===== src/rtl/mem_stage_pkg.sv =====
// mem_stage_pkg: shared load-op codes, FSM states and widths
// for the MEM pipeline stage.
package mem_stage_pkg;

  localparam int DATA_W = 32;

  typedef enum logic [2:0] {
    LD_NONE = 3'd0,
    LB      = 3'd1,
    LBU     = 3'd2,
    LH      = 3'd3,
    LHU     = 3'd4,
    LW      = 3'd5,
    LWL     = 3'd6,
    LWR     = 3'd7
  } ld_op_e;

  typedef enum logic [1:0] {
    EMPTY = 2'd0,
    WAIT  = 2'd1,
    FULL  = 2'd2
  } state_e;

endpackage


===== src/rtl/ld_align.sv =====
// ld_align: combinational load alignment and extension,
// producing the final value and a per-byte regfile write mask.
module ld_align
  import mem_stage_pkg::*;
(
  input  logic [2:0]        ld_op,
  input  logic [1:0]        addr,
  input  logic [DATA_W-1:0] raw,
  output logic [DATA_W-1:0] value,
  output logic [3:0]        wen
);

  logic [7:0]  b;
  logic [15:0] h;

  // Select the addressed byte/half, then extend or merge by load type.
  always_comb begin
    unique case (addr)
      2'd0:    b = raw[7:0];
      2'd1:    b = raw[15:8];
      2'd2:    b = raw[23:16];
      default: b = raw[31:24];
    endcase
    h = addr[1] ? raw[31:16] : raw[15:0];
    value = raw;
    wen = 4'b1111;
    unique case (ld_op)
      LB:  value = {{24{b[7]}}, b};
      LBU: value = {24'b0, b};
      LH, LHU: begin
        if (addr[0]) begin
          value = '0;
          wen = 4'b0000;
        end else if (ld_op == LH) begin
          value = {{16{h[15]}}, h};
        end else begin
          value = {16'b0, h};
        end
      end
      LWL: begin
        unique case (addr)
          2'd0: begin
            value = {raw[7:0], 24'b0};
            wen = 4'b1000;
          end
          2'd1: begin
            value = {raw[15:0], 16'b0};
            wen = 4'b1100;
          end
          2'd2: begin
            value = {raw[23:0], 8'b0};
            wen = 4'b1110;
          end
          default: value = raw;
        endcase
      end
      LWR: begin
        unique case (addr)
          2'd1: begin
            value = {8'b0, raw[31:8]};
            wen = 4'b0111;
          end
          2'd2: begin
            value = {16'b0, raw[31:16]};
            wen = 4'b0011;
          end
          2'd3: begin
            value = {24'b0, raw[31:24]};
            wen = 4'b0001;
          end
          default: value = raw;
        endcase
      end
      default: value = raw;
    endcase
  end

endmodule


===== src/rtl/mem_stage_hs.sv =====
// mem_stage_hs: valid/allowin MEM stage waiting on load data.
// Define MEM_STAGE_FLUSH_EN for flush and stale-response cancel.
module mem_stage_hs
  import mem_stage_pkg::*;
#(
  parameter int unsigned DEST_W   = 5,
  parameter int unsigned WB_OP_W  = 3,
  parameter logic [31:0] PC_RESET = 32'hbfc00000,
  parameter int unsigned CANCEL_W = 2
) (
  input  logic               clk,
  input  logic               reset,
`ifdef MEM_STAGE_FLUSH_EN
  input  logic               flush,
`endif
  input  logic               exe_valid,
  output logic               mem_allowin,
  input  logic [2:0]         exe_ld_op,
  input  logic [WB_OP_W-1:0] exe_wb_op,
  input  logic [DEST_W-1:0]  exe_dest,
  input  logic [31:0]        exe_value,
  input  logic [31:0]        exe_pc,
  input  logic               data_rvalid,
  input  logic [31:0]        data_rdata,
  input  logic               wb_allowin,
  output logic               mem_valid,
  output logic               mem_ready_go,
  output logic [WB_OP_W-1:0] mem_wb_op,
  output logic [DEST_W-1:0]  mem_dest,
  output logic [31:0]        mem_value,
  output logic [3:0]         mem_wen,
  output logic [31:0]        mem_pc
);

  state_e              state_q, state_d;
  logic [2:0]          ld_op_q, ld_op_d;
  logic [WB_OP_W-1:0]  wb_op_q, wb_op_d;
  logic [DEST_W-1:0]   dest_q, dest_d;
  logic [DATA_W-1:0]   value_q, value_d;
  logic [DATA_W-1:0]   pc_q, pc_d;
  logic [DATA_W-1:0]   buf_q, buf_d;
  logic                buf_vld_q, buf_vld_d;
  logic                flush_w, drop;
  logic                rvalid_hit, handoff, accept;
  logic [DATA_W-1:0]   raw, al_value;
  logic [3:0]          al_wen;

`ifdef MEM_STAGE_FLUSH_EN
  logic [CANCEL_W-1:0] cancel_q, cancel_d;
  logic                cancel_inc;

  assign flush_w = flush;
  assign drop = data_rvalid && (cancel_q != '0);
`else
  logic [CANCEL_W-1:0] cancel_unused;

  assign cancel_unused = '0;
  assign flush_w = 1'b0;
  assign drop = 1'b0;
`endif

  assign rvalid_hit = data_rvalid && !drop
                   && (state_q == WAIT);
  assign mem_valid = (state_q != EMPTY);
  assign mem_ready_go = (state_q == FULL) || rvalid_hit;
  assign handoff = mem_ready_go && wb_allowin;
  assign mem_allowin = !mem_valid || handoff;
  assign accept = exe_valid && mem_allowin && !flush_w;

  assign raw = (ld_op_q == LD_NONE) ? value_q
             : buf_vld_q ? buf_q : data_rdata;

  ld_align u_align (
    .ld_op (ld_op_q),
    .addr  (value_q[1:0]),
    .raw   (raw),
    .value (al_value),
    .wen   (al_wen)
  );

  assign mem_value = mem_valid ? al_value : '0;
  assign mem_wen = mem_valid ? al_wen : 4'b0000;
  assign mem_wb_op = wb_op_q;
  assign mem_dest = dest_q;
  assign mem_pc = pc_q;

  // Next-state: capture data, hand off, accept; flush wins.
  always_comb begin
    state_d = state_q;
    ld_op_d = ld_op_q;
    wb_op_d = wb_op_q;
    dest_d = dest_q;
    value_d = value_q;
    pc_d = pc_q;
    buf_d = buf_q;
    buf_vld_d = buf_vld_q;
    if (rvalid_hit) begin
      state_d = FULL;
      buf_d = data_rdata;
      buf_vld_d = 1'b1;
    end
    if (handoff) begin
      state_d = EMPTY;
      buf_vld_d = 1'b0;
    end
    if (accept) begin
      if (exe_ld_op != LD_NONE) state_d = WAIT;
      else state_d = FULL;
      ld_op_d = exe_ld_op;
      wb_op_d = exe_wb_op;
      dest_d = exe_dest;
      value_d = exe_value;
      pc_d = exe_pc;
      buf_vld_d = 1'b0;
    end
    if (flush_w) begin
      state_d = EMPTY;
      buf_vld_d = 1'b0;
    end
  end

  // Stage registers with synchronous reset.
  always_ff @(posedge clk) begin
    if (reset) begin
      state_q <= EMPTY;
      ld_op_q <= '0;
      wb_op_q <= '0;
      dest_q <= '0;
      value_q <= '0;
      pc_q <= PC_RESET;
      buf_q <= '0;
      buf_vld_q <= 1'b0;
    end else begin
      state_q <= state_d;
      ld_op_q <= ld_op_d;
      wb_op_q <= wb_op_d;
      dest_q <= dest_d;
      value_q <= value_d;
      pc_q <= pc_d;
      buf_q <= buf_d;
      buf_vld_q <= buf_vld_d;
    end
  end

`ifdef MEM_STAGE_FLUSH_EN
  // Count responses still owed to loads squashed while waiting.
  always_comb begin
    cancel_inc = flush && (state_q == WAIT) && !rvalid_hit;
    cancel_d = cancel_q;
    if (drop && !cancel_inc)
      cancel_d = cancel_q - CANCEL_W'(1);
    else if (!drop && cancel_inc && (cancel_q != '1))
      cancel_d = cancel_q + CANCEL_W'(1);
  end

  // Cancel counter register.
  always_ff @(posedge clk) begin
    if (reset) cancel_q <= '0;
    else cancel_q <= cancel_d;
  end

  a_cancel_sat: assert property (@(posedge clk) disable iff (reset)
    !(cancel_inc && (cancel_q == '1)));
`endif

  a_rvalid_wait: assert property (@(posedge clk) disable iff (reset)
    data_rvalid |-> ((state_q == WAIT) || drop));

endmodule


===== config.mk =====
export PLATFORM = sky130hd
export DESIGN_NAME = mem_stage_hs
export DESIGN_NICKNAME = d
export VERILOG_FILES = /design/src/rtl/mem_stage_pkg.sv /design/src/rtl/ld_align.sv /design/src/rtl/mem_stage_hs.sv
export SDC_FILE = /design/constraint.sdc
export NUM_CORES = 1
export LEC_CHECK = 0
export BUFFER_PORTS_ARGS = -buffer_cell sky130_fd_sc_hd__buf_2
export CORE_ASPECT_RATIO = 0.8
export CORE_UTILIZATION = 56
export DETAILED_ROUTE_END_ITERATION = 8
export PLACE_DENSITY = 0.95
export SKIP_LAST_GASP = 1
export SLEW_MARGIN = 20
export SYNTH_ARGS = -nofsm -noshare
export SYNTH_HDL_FRONTEND = slang
export SYNTH_SLANG_ARGS = --single-unit

===== constraint.sdc =====
create_clock -name clk -period 7.54 [get_ports clk]
set_clock_uncertainty 0.2 [all_clocks]
set_input_delay 1.508 -clock clk [delete_from_list [all_inputs] [get_ports clk]]
set_output_delay 1.508 -clock clk [all_outputs]
set_load 0.05 [all_outputs]

==> run metrics <==
total via count after detailed routing=7,180; DR vias/cell=6.17; fmax=~180 MHz; Post-Syn Area=0.00633 sq mm; proportion of register bits with asynchronous set or reset after synthesis=0%; share of cells above drive strength 1=25.0%; weighted congestion reported at the end of routability-driven placement=1.05; Final HPWL DP=16,000 um; maximum number of pins on one net before global-route repair=111; net count of the mapped netlist=between 900 and 1,000; Total Nets Final=1,126; Worst Hold Class=reg -> reg; Data arrival, critical path=3.79 ns; routed length per placed instance=19.1 um; CTS clock-pin slew for the worst setup and hold paths=0.07 ns; status=finished clean; number of standard cells in the final layout excluding fillers=1,163; source of the worst hold timing path=mem_pc[2]; setup repair after global routing missed its margin=no; switching share of power=40.0%; max-slew violation count=0; Antenna diodes=0; Root Buffer Master=sky130_fd_sc_hd__clkbuf_16; capture endpoint of the worst hold path=mem_pc[2]; # Max-Cap Violations=0; count of input and output buffers=190; Clock Latency Late Sink=0.35 ns; post-route ant nets=0; share of the cycle needed by the critical path after routing=72.9%; count of H-tree levels built during CTS=3; number of cells traversed by the worst register-to-register path=7; sequential power share=between 30% and 40%; Detailed Route Iter0 Violations=between 800 and 900; sequential area share after synthesis=34.8%; Rel. slew slack=approximately 27%; number of flops mapped to enable cells by yosys=0; Max Fanout on Critical Path=37; fraction of power consumed by combinational cells=35.3%; starting density of the core=around 58%; Synth Warn #=0; vertical extent of the die=approximately 97 um; remaining routing DRC violations=0; wire length of the first global-routing pass=34,200 um; flop and latch count out of synthesis=110; category of the critical setup timing path=reg -> out; crit start category=register; hold violation count in the final report=0; Pleak=0.00309 uW; gate count of the mapped netlist=874; CP Data Required Time=between 5 and 6 ns; number of placement rows=34; # resized after CTS=0; slew at the pin with the worst max-slew slack=1.09 ns; final global-route overflow total=0; maximum resistive drop on vdd=between 0.1 and 0.15 mV; Core Area=0.0109 sq mm; boundary pin count=191; Synth Flop Type=sky130_fd_sc_hd__dfxtp_1; first-pass detailed-route iteration total=8; Post-CTS Setup Inserts=0; internal reg-to-reg setup slack=a little under 5 ns; total die area=0.0117 sq mm; antenna violations before repair=0; number of setup violations in the final report=0; clock sink count=between 100 and 150; power spent charging and discharging nets=just over 700 uW; placed cell count=1,147; Overall Power=1770 uW; internal power consumption=1060 uW; global-route total usage across every layer=37.6%; worst reg2reg startpoint=state_q[0]; die extent in x=roughly 120 um; TritonCTS clock tree=built; total power density per cell area=between 200 and 250 mW/mm^2; critical path endpoint category=output pin; post-synthesis average cell area=7.24 sq um; cell count of the worst hold path=2; Routed Wire Length=22,300 um; TritonCTS buffer count=9; layout-stage area growth over the synthesis result=19.1%; FF-to-FF End=state_q[0]; number of global-route vias before repair=6,537; Final TNS setup=0 ns; Netlist cell types=62; Max clock buf depth=2; share of total power in the clock network=27.4%; min Tclk post-route=5.50 ns; hold_buf cts=0
## cell usage in the layout (no fill, tap or decap), types with 6 or more instances in the layout
master,n
sky130_fd_sc_hd__nor4_1,10
sky130_fd_sc_hd__a221oi_1,12
sky130_fd_sc_hd__buf_2,190
sky130_fd_sc_hd__nor3_1,10
sky130_fd_sc_hd__mux2i_1,30
sky130_fd_sc_hd__a211oi_1,6
sky130_fd_sc_hd__o21ai_0,20
sky130_fd_sc_hd__a21oi_1,157
sky130_fd_sc_hd__mux2_2,16
sky130_fd_sc_hd__nand3b_1,12
sky130_fd_sc_hd__clkbuf_16,9
sky130_fd_sc_hd__dfxtp_1,110
sky130_fd_sc_hd__a31oi_1,9
sky130_fd_sc_hd__inv_1,6
sky130_fd_sc_hd__buf_4,12
sky130_fd_sc_hd__nand2_1,255
sky130_fd_sc_hd__nor2_1,46
## power by group through the flow
| stage | logic, uW | clock network [uW] | registers [uW] |
|---|---|---|---|
| 6_report | 627 | 487 | 660 |
| 5_1_grt | 663 | 513 | 664 |
| 4_1_cts | 612 | 492 | 658 |
| 3_5_place_dp | 609 | 0 | 671 |
| 3_3_place_gp | 609 | 0 | 669 |
| 2_1_floorplan | 399 | 0 | 714 |
## per-layer routing
layer	part of all wire, %	GRT usage [%]
met1	40	50.9
met3	12	8.69
met2	44	57.3
met5	0	0
met4	3.9	15.7
## cell families after synthesis
logic type,count (synthesis),synth area share [%]
and+or+nand+nor,374,25.1
DFF,110,34.8
xor gates and xnor gates,1,0.138
buffers and inverters,79,5.52
AOI/OAI and AO/OA,257,24.7
adders and majority gates,1,0.158
muxes,52,9.59
## flip-flops by register name, summed over array words and instances, names as in the netlist
name	count
state_q	2
buf_q	32
buf_vld_q	1
ld_op_q	3
mem_pc	32
value_q	32
mem_dest	5
mem_wb_op	3
## critical path, cell delays in order (launching register included)
cell                       delay [ns]
sky130_fd_sc_hd__dfxtp_1         1.04
sky130_fd_sc_hd__or3_1           0.22
sky130_fd_sc_hd__buf_4           0.41
sky130_fd_sc_hd__nand2_1         0.27
sky130_fd_sc_hd__a32oi_2         0.35
sky130_fd_sc_hd__a21boi_4        0.12
sky130_fd_sc_hd__nor2_2          0.54
sky130_fd_sc_hd__o221ai_1        0.21
sky130_fd_sc_hd__buf_2           0.25
## worst max path at each step
stage                    from            end  slack (ns)  cells after the start
6_report           ld_op_q[2]  mem_value[24]        2.04                      8
4_1_cts            ld_op_q[2]  mem_value[24]        2.15                      8
3_3_place_gp   data_rdata[15]  mem_value[24]        2.43                      8
2_1_floorplan  data_rdata[31]  mem_value[23]        2.35                      6
3_5_place_dp   data_rdata[15]  mem_value[24]        2.35                      8
5_1_grt            ld_op_q[2]  mem_value[24]        1.89                      8
## cell type report
cell class	count	area (sq um)
clock buffers	9	225
multi-input cells	685	3780
flip-flops and latches	110	2200
well taps	144	180
inverters	6	22.5
repair buffers	202	1040
clock inverters	7	82.6
fillers	930	3390
## through the flow
step | setup slack, ns | hold WS, ns | util [%] | area [sq um]
6_report | 2.04 | 0.250 | 69.0 | 7540
3_5_place_dp | 2.35 | 0.243 | 66.1 | 7230
5_1_grt | 1.89 | 0.270 | 69.0 | 7540
2_1_floorplan | 2.35 | 0.231 | - | 6330
3_3_place_gp | 2.43 | 0.238 | 66.1 | 7230
4_1_cts | 2.15 | 0.254 | 68.9 | 7540
## cells in the mapped netlist, drive strengths merged, types with 6 or more instances
cell type  instances  area [sq um]
dfxtp            110          2200
nand2            256           961
a31oi              9          56.3
nor2              48           183
a211oi             6          45.0
clkbuf            46           173
inv                6          22.5
buf               27           154
o21ai             22           110
a221oi            14           135
a21oi            157           786
nand3b            12          90.1
mux2i             31           314
mux2              16           180
nor4              10          62.6
nor3              11          60.1
Power figures use the tool's default switching activity.
